### config.mk
export PLATFORM = sky130hd
export DESIGN_NAME = ls595_deser
export DESIGN_NICKNAME = d
export VERILOG_FILES = /design/src/rtl/ls595_deser.sv
export SDC_FILE = /design/constraint.sdc
export NUM_CORES = 1
export LEC_CHECK = 0
export CORE_MARGIN = 1
export CORE_UTILIZATION = 42
export CTS_CLUSTER_DIAMETER = 150
export DETAILED_ROUTE_END_ITERATION = 8
export PLACE_DENSITY = 0.73
export SLEW_MARGIN = 20
export SYNTH_ARGS = -nofsm -noshare
export SYNTH_HDL_FRONTEND = slang
export SYNTH_SLANG_ARGS = --single-unit
### constraint.sdc
create_clock -name clk -period 1.55 [get_ports clk]
set_input_delay 0.3875 -clock clk [delete_from_list [all_inputs] [get_ports clk]]
set_output_delay 0.3875 -clock clk [all_outputs]
set_load 0.02 [all_outputs]
### src/rtl/ls595_deser.sv
// Serial-in, parallel-out word deserializer with a holding register, valid/read handshake
// and sticky overrun. MSB-first stream, word alignment from a frame pulse.
module ls595_deser #(
  parameter int unsigned WIDTH = 8
) (
  input  logic             clk,
  input  logic             n_clr,
  input  logic             sin,
  input  logic             shift_en,
  input  logic             frame,
  input  logic             rd,
  input  logic             clr_ovr,
  output logic [WIDTH-1:0] q,
  output logic             valid,
  output logic             overrun,
  output logic [WIDTH-1:0] sr
);

  localparam int unsigned CntW = $clog2(WIDTH);
  localparam logic [CntW-1:0] LastCnt = CntW'(WIDTH - 1);

  typedef enum logic [0:0] {StIdle, StShift} state_e;

  state_e           state_q, state_d;
  logic [WIDTH-1:0] sr_q, sr_d;
  logic [CntW-1:0]  cnt_q, cnt_d;
  logic [WIDTH-1:0] q_q, q_d;
  logic             valid_q, valid_d;
  logic             ovr_q, ovr_d;
  logic             complete;
  logic             ovr_set;
  logic [WIDTH-1:0] word;

  assign word = {sr_q[WIDTH-2:0], sin};

  always_comb begin
    state_d  = state_q;
    sr_d     = sr_q;
    cnt_d    = cnt_q;
    q_d      = q_q;
    valid_d  = valid_q;
    ovr_d    = ovr_q;
    complete = 1'b0;
    ovr_set  = 1'b0;

    if (shift_en) begin
      if (frame) begin
        // Frame always restarts alignment, even on what would be the completing bit.
        state_d = StShift;
        sr_d    = {{(WIDTH-1){1'b0}}, sin};
        cnt_d   = CntW'(1);
      end else if (state_q == StShift) begin
        sr_d = word;
        if (cnt_q == LastCnt) begin
          cnt_d    = '0;
          complete = 1'b1;
        end else begin
          cnt_d = cnt_q + CntW'(1);
        end
      end
    end

    if (complete) begin
      if (!valid_q || rd) begin
        q_d     = word;
        valid_d = 1'b1;
      end else begin
        ovr_set = 1'b1;
      end
    end else if (rd && valid_q) begin
      valid_d = 1'b0;
    end

    if (ovr_set) begin
      ovr_d = 1'b1;
    end else if (clr_ovr) begin
      ovr_d = 1'b0;
    end
  end

  always_ff @(posedge clk or negedge n_clr) begin
    if (!n_clr) begin
      state_q <= StIdle;
      sr_q    <= '0;
      cnt_q   <= '0;
      q_q     <= '0;
      valid_q <= 1'b0;
      ovr_q   <= 1'b0;
    end else begin
      state_q <= state_d;
      sr_q    <= sr_d;
      cnt_q   <= cnt_d;
      q_q     <= q_d;
      valid_q <= valid_d;
      ovr_q   <= ovr_d;
    end
  end

  assign q       = q_q;
  assign valid   = valid_q;
  assign overrun = ovr_q;
  assign sr      = sr_q;

endmodule

==> reports/qor.csv, run 1 <==
metric,value,unit
Syn Std Cell Area,983,sq um
largest net degree at the start of global routing,23,
nets@finish,127,
failing checks,setup timing,
most frequent cell after synthesis,dfrtp_1,
Worst Path Required,1.74,ns
first-pass GRT wire length,3580,um
Worst-Margin Slew,0.274,ns
leakage power,0.690,nW
asr flop ratio synth,100,%
final wirelength,2230,um
Post-Synthesis Cells,78,
Synth cell types,18,
Tmin final,1.58,ns
final worst setup slack,-0.0332,ns
Area Overhead vs Synth,41.3,%
Clock Skews,0.00701,ns
Mean Syn Cell Area,12.6,sq um
Maximum Capacitance Violations,0,
Hold Slack,0.413,ns
global route overflow,0,
PortBufs,24,
status,"finished, violations left",
CTS tree,done,
fmax,0.632,GHz
Filler cells,189,
initial antenna violation count,0,
HP Class,primary input to async pin,
Pins Over Slew Limit,0,
"reg-to-reg slack, setup",-0.03,ns
Reg area,551,sq um
Die Span X,50.4,um
# DRC,0,
Starting Density,44.5,%
worst skew pair latency,0.30,ns
HPWL after DPL,1550,um
final instance area,1390,sq um
area occupied by multi-input gates,377,sq um
Worst Setup SP,cnt_q[1],
total CTS buffers,3,
Worst R2R Start,cnt_q[1],
sequential area share after synthesis,56.0,%
number of global-route vias before repair,768,
Crit. End Element,register,
pwr dens,906,nW/um^2
Initial DRT Pass Iterations,3,
share of layout cells above drive strength 1,26.5,%
root buffer cell,clkbuf_4,
"Net Count, Synth",87,
Clock Sinks,22,
#FFs+latches synth,22,
Site Rows,17,
"Arr. time, crit path",1.77,ns
"top cells by count, synth","dfrtp_1, inv_1, o22ai_1, a2bb2oi_1, mux2_4",
Post-synth EDFFs,0,
# setup viols final,8,
Max VDD drop,0.000610,V
Fin. Hold Viols,0,
Clock Path Buffers,2,
predominant post-synthesis flop cell,dfrtp_1,
antenna fix cells,0,
total negative slack,-0.191,ns
synth top area cells,"dfrtp_1, mux2_4, a2bb2oi_1",
Final period util,102,%
DRT antenna net count,0,
share of the synthesized area in the top cell type,56.0,%
worst reg2reg endpoint,q[3],
Vias per Instance,5.28,
Die Ht,50.4,um
H-tree Lvls,1,
RSZ-0062 raised after global routing,yes,
Worst-path clk slew,0.12,ns
WL per Instance,15.4,um
worst r2r path cells,6,
Core Area,2210,sq um
"Max FO, Critical Path",8,
CP startpoint kind,register,
placed inst area,1330,sq um
Ports,25,
Slew headroom,81.8,%
die area,2540,sq um
1st-iter DRT viols,8,
count of yosys warnings during synthesis,0,
setup slack at placement,-0.233,ns
critical path class,register to register,
total track usage,19.2,%
# hold bufs at CTS,0,
Final GP Congestion,0.723,
via count,765,
Yosys top cell by area,dfrtp_1,
layer usage:
layer  wire (um)  track usage, %  vias to the layer above
met4          61            8.80                        0
met5           0               0                        -
met3          60            2.12                        6
met1         952            23.7                      387
li1            -               -                      357
met2        1150            33.3                       15
flip-flops by register name, indices dropped and copies added, names as in the netlist:
name / flops
state_q: 1
overrun: 1
q: 8
cnt_q: 3
valid: 1
sr: 8
critical path, cell delays in order (launching register included):
cell and delay, ns:
dfrtp_1 0.37, ha_2 0.19, ha_4 0.13, nand4b_1 0.15, nor2b_2 0.19, buf_12 0.15, mux2_4 0.30
report_power, final:
part | total (mW) | internal [mW] | leakage [nW] | switching [mW]
clock | 0.311 | 0.143 | 0.0210 | 0.168
sequential | 0.664 | 0.625 | 0.292 | 0.0384
combinational | 0.284 | 0.146 | 0.377 | 0.138
area by class of cell:
type / count / area share (%)
inverters: 11 / 2.97
well taps: 28 / 2.52
flip-flops and latches: 22 / 39.6
repair buffers: 40 / 25.2
clock buffers: 4 / 2.61
multi-input cells: 40 / 27.1
how the worst max path moves through the flow:
stage / end / cells past startpoint
after floorplan: q[0] / 6
after global placement: q[5] / 5
after detailed placement: q[7] / 5
after CTS: q[3] / 6
after global routing: q[4] / 6
final: q[3] / 6
cells in the final DEF, fill, tap and decap left out, types with 3 or more instances in the layout:
cell type,instances
a2bb2oi_1,9
buf_4,15
clkbuf_4,3
clkdlybuf4s50_1,6
dfrtp_1,22
dlygate4sd2_1,18
inv_1,11
mux2_4,8
o21ai_1,3
o22ai_1,10
what timing repair did:
| item | CTS | global route |
|---|---|---|
| buffers inserted | 3 | 1 |
| pin swaps | 1 | 0 |
| gates resized for setup | 21 | 0 |
| endpoints found under the setup margin | 22 | 8 |
cells by family after synthesis:
logic type | share of synthesized area (%)
compound gates | 16.7
fa+ha+maj | 2.54
buf+inv | 7.25
flops | 56.0
mux | 13.4
simple gates | 4.20
per-stage QoR:
| stage | utilization [%] | total power [mW] | cells |
|---|---|---|---|
| 2_1_floorplan | - | 0.822 | 78 |
| 3_3_place_gp | 60.2 | 0.958 | 137 |
| 3_5_place_dp | 60.2 | 0.975 | 137 |
| 4_1_cts | 62.5 | 1.27 | 144 |
| 5_1_grt | 62.8 | 1.32 | 145 |
| 6_report | 62.8 | 1.26 | 145 |
Note: power is estimated with default switching activity, not from simulation.
==> run 2, diff against run 1 <==
--- a/config.mk
+++ b/config.mk
@@ -10,6 +10,7 @@
 export CTS_CLUSTER_DIAMETER = 150
 export DETAILED_ROUTE_END_ITERATION = 8
 export PLACE_DENSITY = 0.73
+export RECOVER_POWER = 100
 export SLEW_MARGIN = 20
 export SYNTH_ARGS = -nofsm -noshare
 export SYNTH_HDL_FRONTEND = slang
==> run 2 against run 1 <==
Die area did not move; final cell count did not move; clock-buffer cell count did not move; first-iteration DRC count did not move; combinational power fell by 1%; sequential power barely moved; sequential cell count did not move; critical path type unchanged; the run still ends with setup timing left; global-route usage did not move; clock skew rose by 0.00059 ns; sequential share of layout area rose by 0.32 points; setup slack got worse by 0.0015 ns; wire length rose by 0.13%.
==> reports/qor.csv, run 2 (same netlist as run 1, synthesis figures left out) <==
metric,value,unit,change
leakage power,0.685,nW,-0.77%
post-layout util,62.3,%,-0.51 points
DR WL met3,58,um,-3.3%
"Max FO, Critical Path",8,,unchanged
Top Layer Used,met4,,
Die Span X,50.4,um,unchanged
nets@finish,127,,unchanged
WL per Instance,15.4,um,+0.13%
Final period util,102,%,about the same
RSZ-0062 raised after global routing,yes,,
status,"finished, violations left",,
Worst-path clk slew,0.12,ns,about the same
Tmin final,1.58,ns,+0.00150 ns
Core Area,2210,sq um,unchanged
total negative slack,-0.198,ns,-0.00610 ns
die area,2540,sq um,unchanged
first-pass GRT wire length,3580,um,unchanged
area occupied by multi-input gates,377,sq um,unchanged
Crit. End Element,register,,
Clock Sinks,22,,unchanged
largest net degree at the start of global routing,23,,unchanged
pwr dens,910,nW/um^2,+0.53%
total track usage,19.2,%,unchanged
number of global-route vias before repair,768,,unchanged
Slew headroom,64.6,%,-17 points
global route overflow,0,,unchanged
Reg area,551,sq um,unchanged
routed wl met2,1160,um,+0.52%
critical path class,register to register,,
share of layout cells above drive strength 1,25.6,%,-0.85 points
via count,768,,+0.39%
Clock Path Buffers,2,,unchanged
Filler cells,192,,+1.6%
Max VDD drop,0.000609,V,-0.27%
Die Ht,50.4,um,unchanged
DRT antenna net count,0,,unchanged
root buffer cell,clkbuf_4,,
# setup viols final,8,,unchanged
Worst Path Required,1.74,ns,about the same
Pins Over Slew Limit,0,,unchanged
Maximum Capacitance Violations,0,,unchanged
Final GP Congestion,0.723,,unchanged
# hold bufs at CTS,0,,unchanged
most frequent cells in the layout,"dfrtp_1, dlygate4sd2_1, inv_1, buf_4, o22ai_1",,
H-tree Lvls,1,,unchanged
worst skew pair latency,0.30,ns,about the same
initial antenna violation count,0,,unchanged
final wirelength,2230,um,+0.13%
Fin. Hold Viols,0,,unchanged
antenna fix cells,0,,unchanged
"Arr. time, crit path",1.78,ns,about the same
1st-iter DRT viols,8,,unchanged
Starting Density,44.5,%,unchanged
HPWL after DPL,1550,um,unchanged
"commonest non-fill, non-tap cell in the layout",dfrtp_1,,
Clock Skews,0.00760,ns,+0.000594 ns
Worst-Margin Slew,0.531,ns,+0.257 ns
PortBufs,24,,unchanged
Area Overhead vs Synth,40.2,%,
failing checks,setup timing,,
CTS tree,done,,
fmax,0.631,GHz,about the same
Ports,25,,unchanged
Initial DRT Pass Iterations,4,,+1
Vias per Instance,5.30,,+0.39%
total CTS buffers,3,,unchanged
CP startpoint kind,register,,
total power,1.26,mW,-0.29%
HP Class,register to register,,
# DRC,0,,unchanged
M1 wire length,951,um,-0.11%
Site Rows,17,,unchanged
final worst setup slack,-0.0347,ns,-0.00150 ns
run 2: critical path, stage by stage (launching register included):
cell and delay, ns:
dfrtp_1 0.37, ha_2 0.19, ha_4 0.13, nand4b_1 0.15, nor2b_2 0.19, buf_12 0.15, mux2_4 0.30
run 2: layout make-up:
cell class,instances,share of cell area [%]
repair buffers,40,24.6
clock buffers,4,2.63
inverters,11,2.99
multi-input cells,40,27.3
well taps,28,2.54
flip-flops and latches,22,39.9
run 2: power by group:
part	internal, mW	switching, mW
Combinational	0.142	0.138
Sequential	0.625	0.0387
Clock	0.143	0.168
Total	0.910	0.345
run 2: path summary, 6_finish.rpt:
path / depth (start not counted) / from / slack (ns) / endpoint
worst max-delay path: 6 / cnt_q[0] / -0.03 / q[7]
worst min-delay path: 1 / q[4] / 0.53 / q[4]
worst max register to register: 6 / cnt_q[0] / -0.03 / q[7]
worst min register to register: 1 / q[4] / 0.53 / q[4]
max in group asynchronous: 2 / n_clr / 0.62 / sr[7]
min in group asynchronous: 2 / n_clr / 0.58 / q[6]
run 2: metal layers:
| metal | GRT usage [%] | up-vias |
|---|---|---|
| met3 | 2.12 | 6 |
| met2 | 33.3 | 15 |
| met1 | 23.7 | 389 |
| li1 | - | 358 |
| met4 | 8.80 | 0 |
| met5 | 0 | - |
run 2: repair_timing:
action / in CTS / in global routing
gates resized for setup: 21 / 0
buffers inserted: 3 / 1
pin swaps: 1 / 0
endpoints found under the setup margin: 22 / 8
run 2: through the flow:
stage               setup slack, ns  std cells  instance area, sq um  hold WS, ns
CTS                         0.00347        144                  1380        0.418
global placement             -0.202        137                  1330        0.485
finish                      -0.0347        145                  1380        0.529
detailed placement           -0.233        137                  1330        0.508
global route                -0.0824        145                  1380        0.541
floorplan                    0.0674         78                   983       0.0919
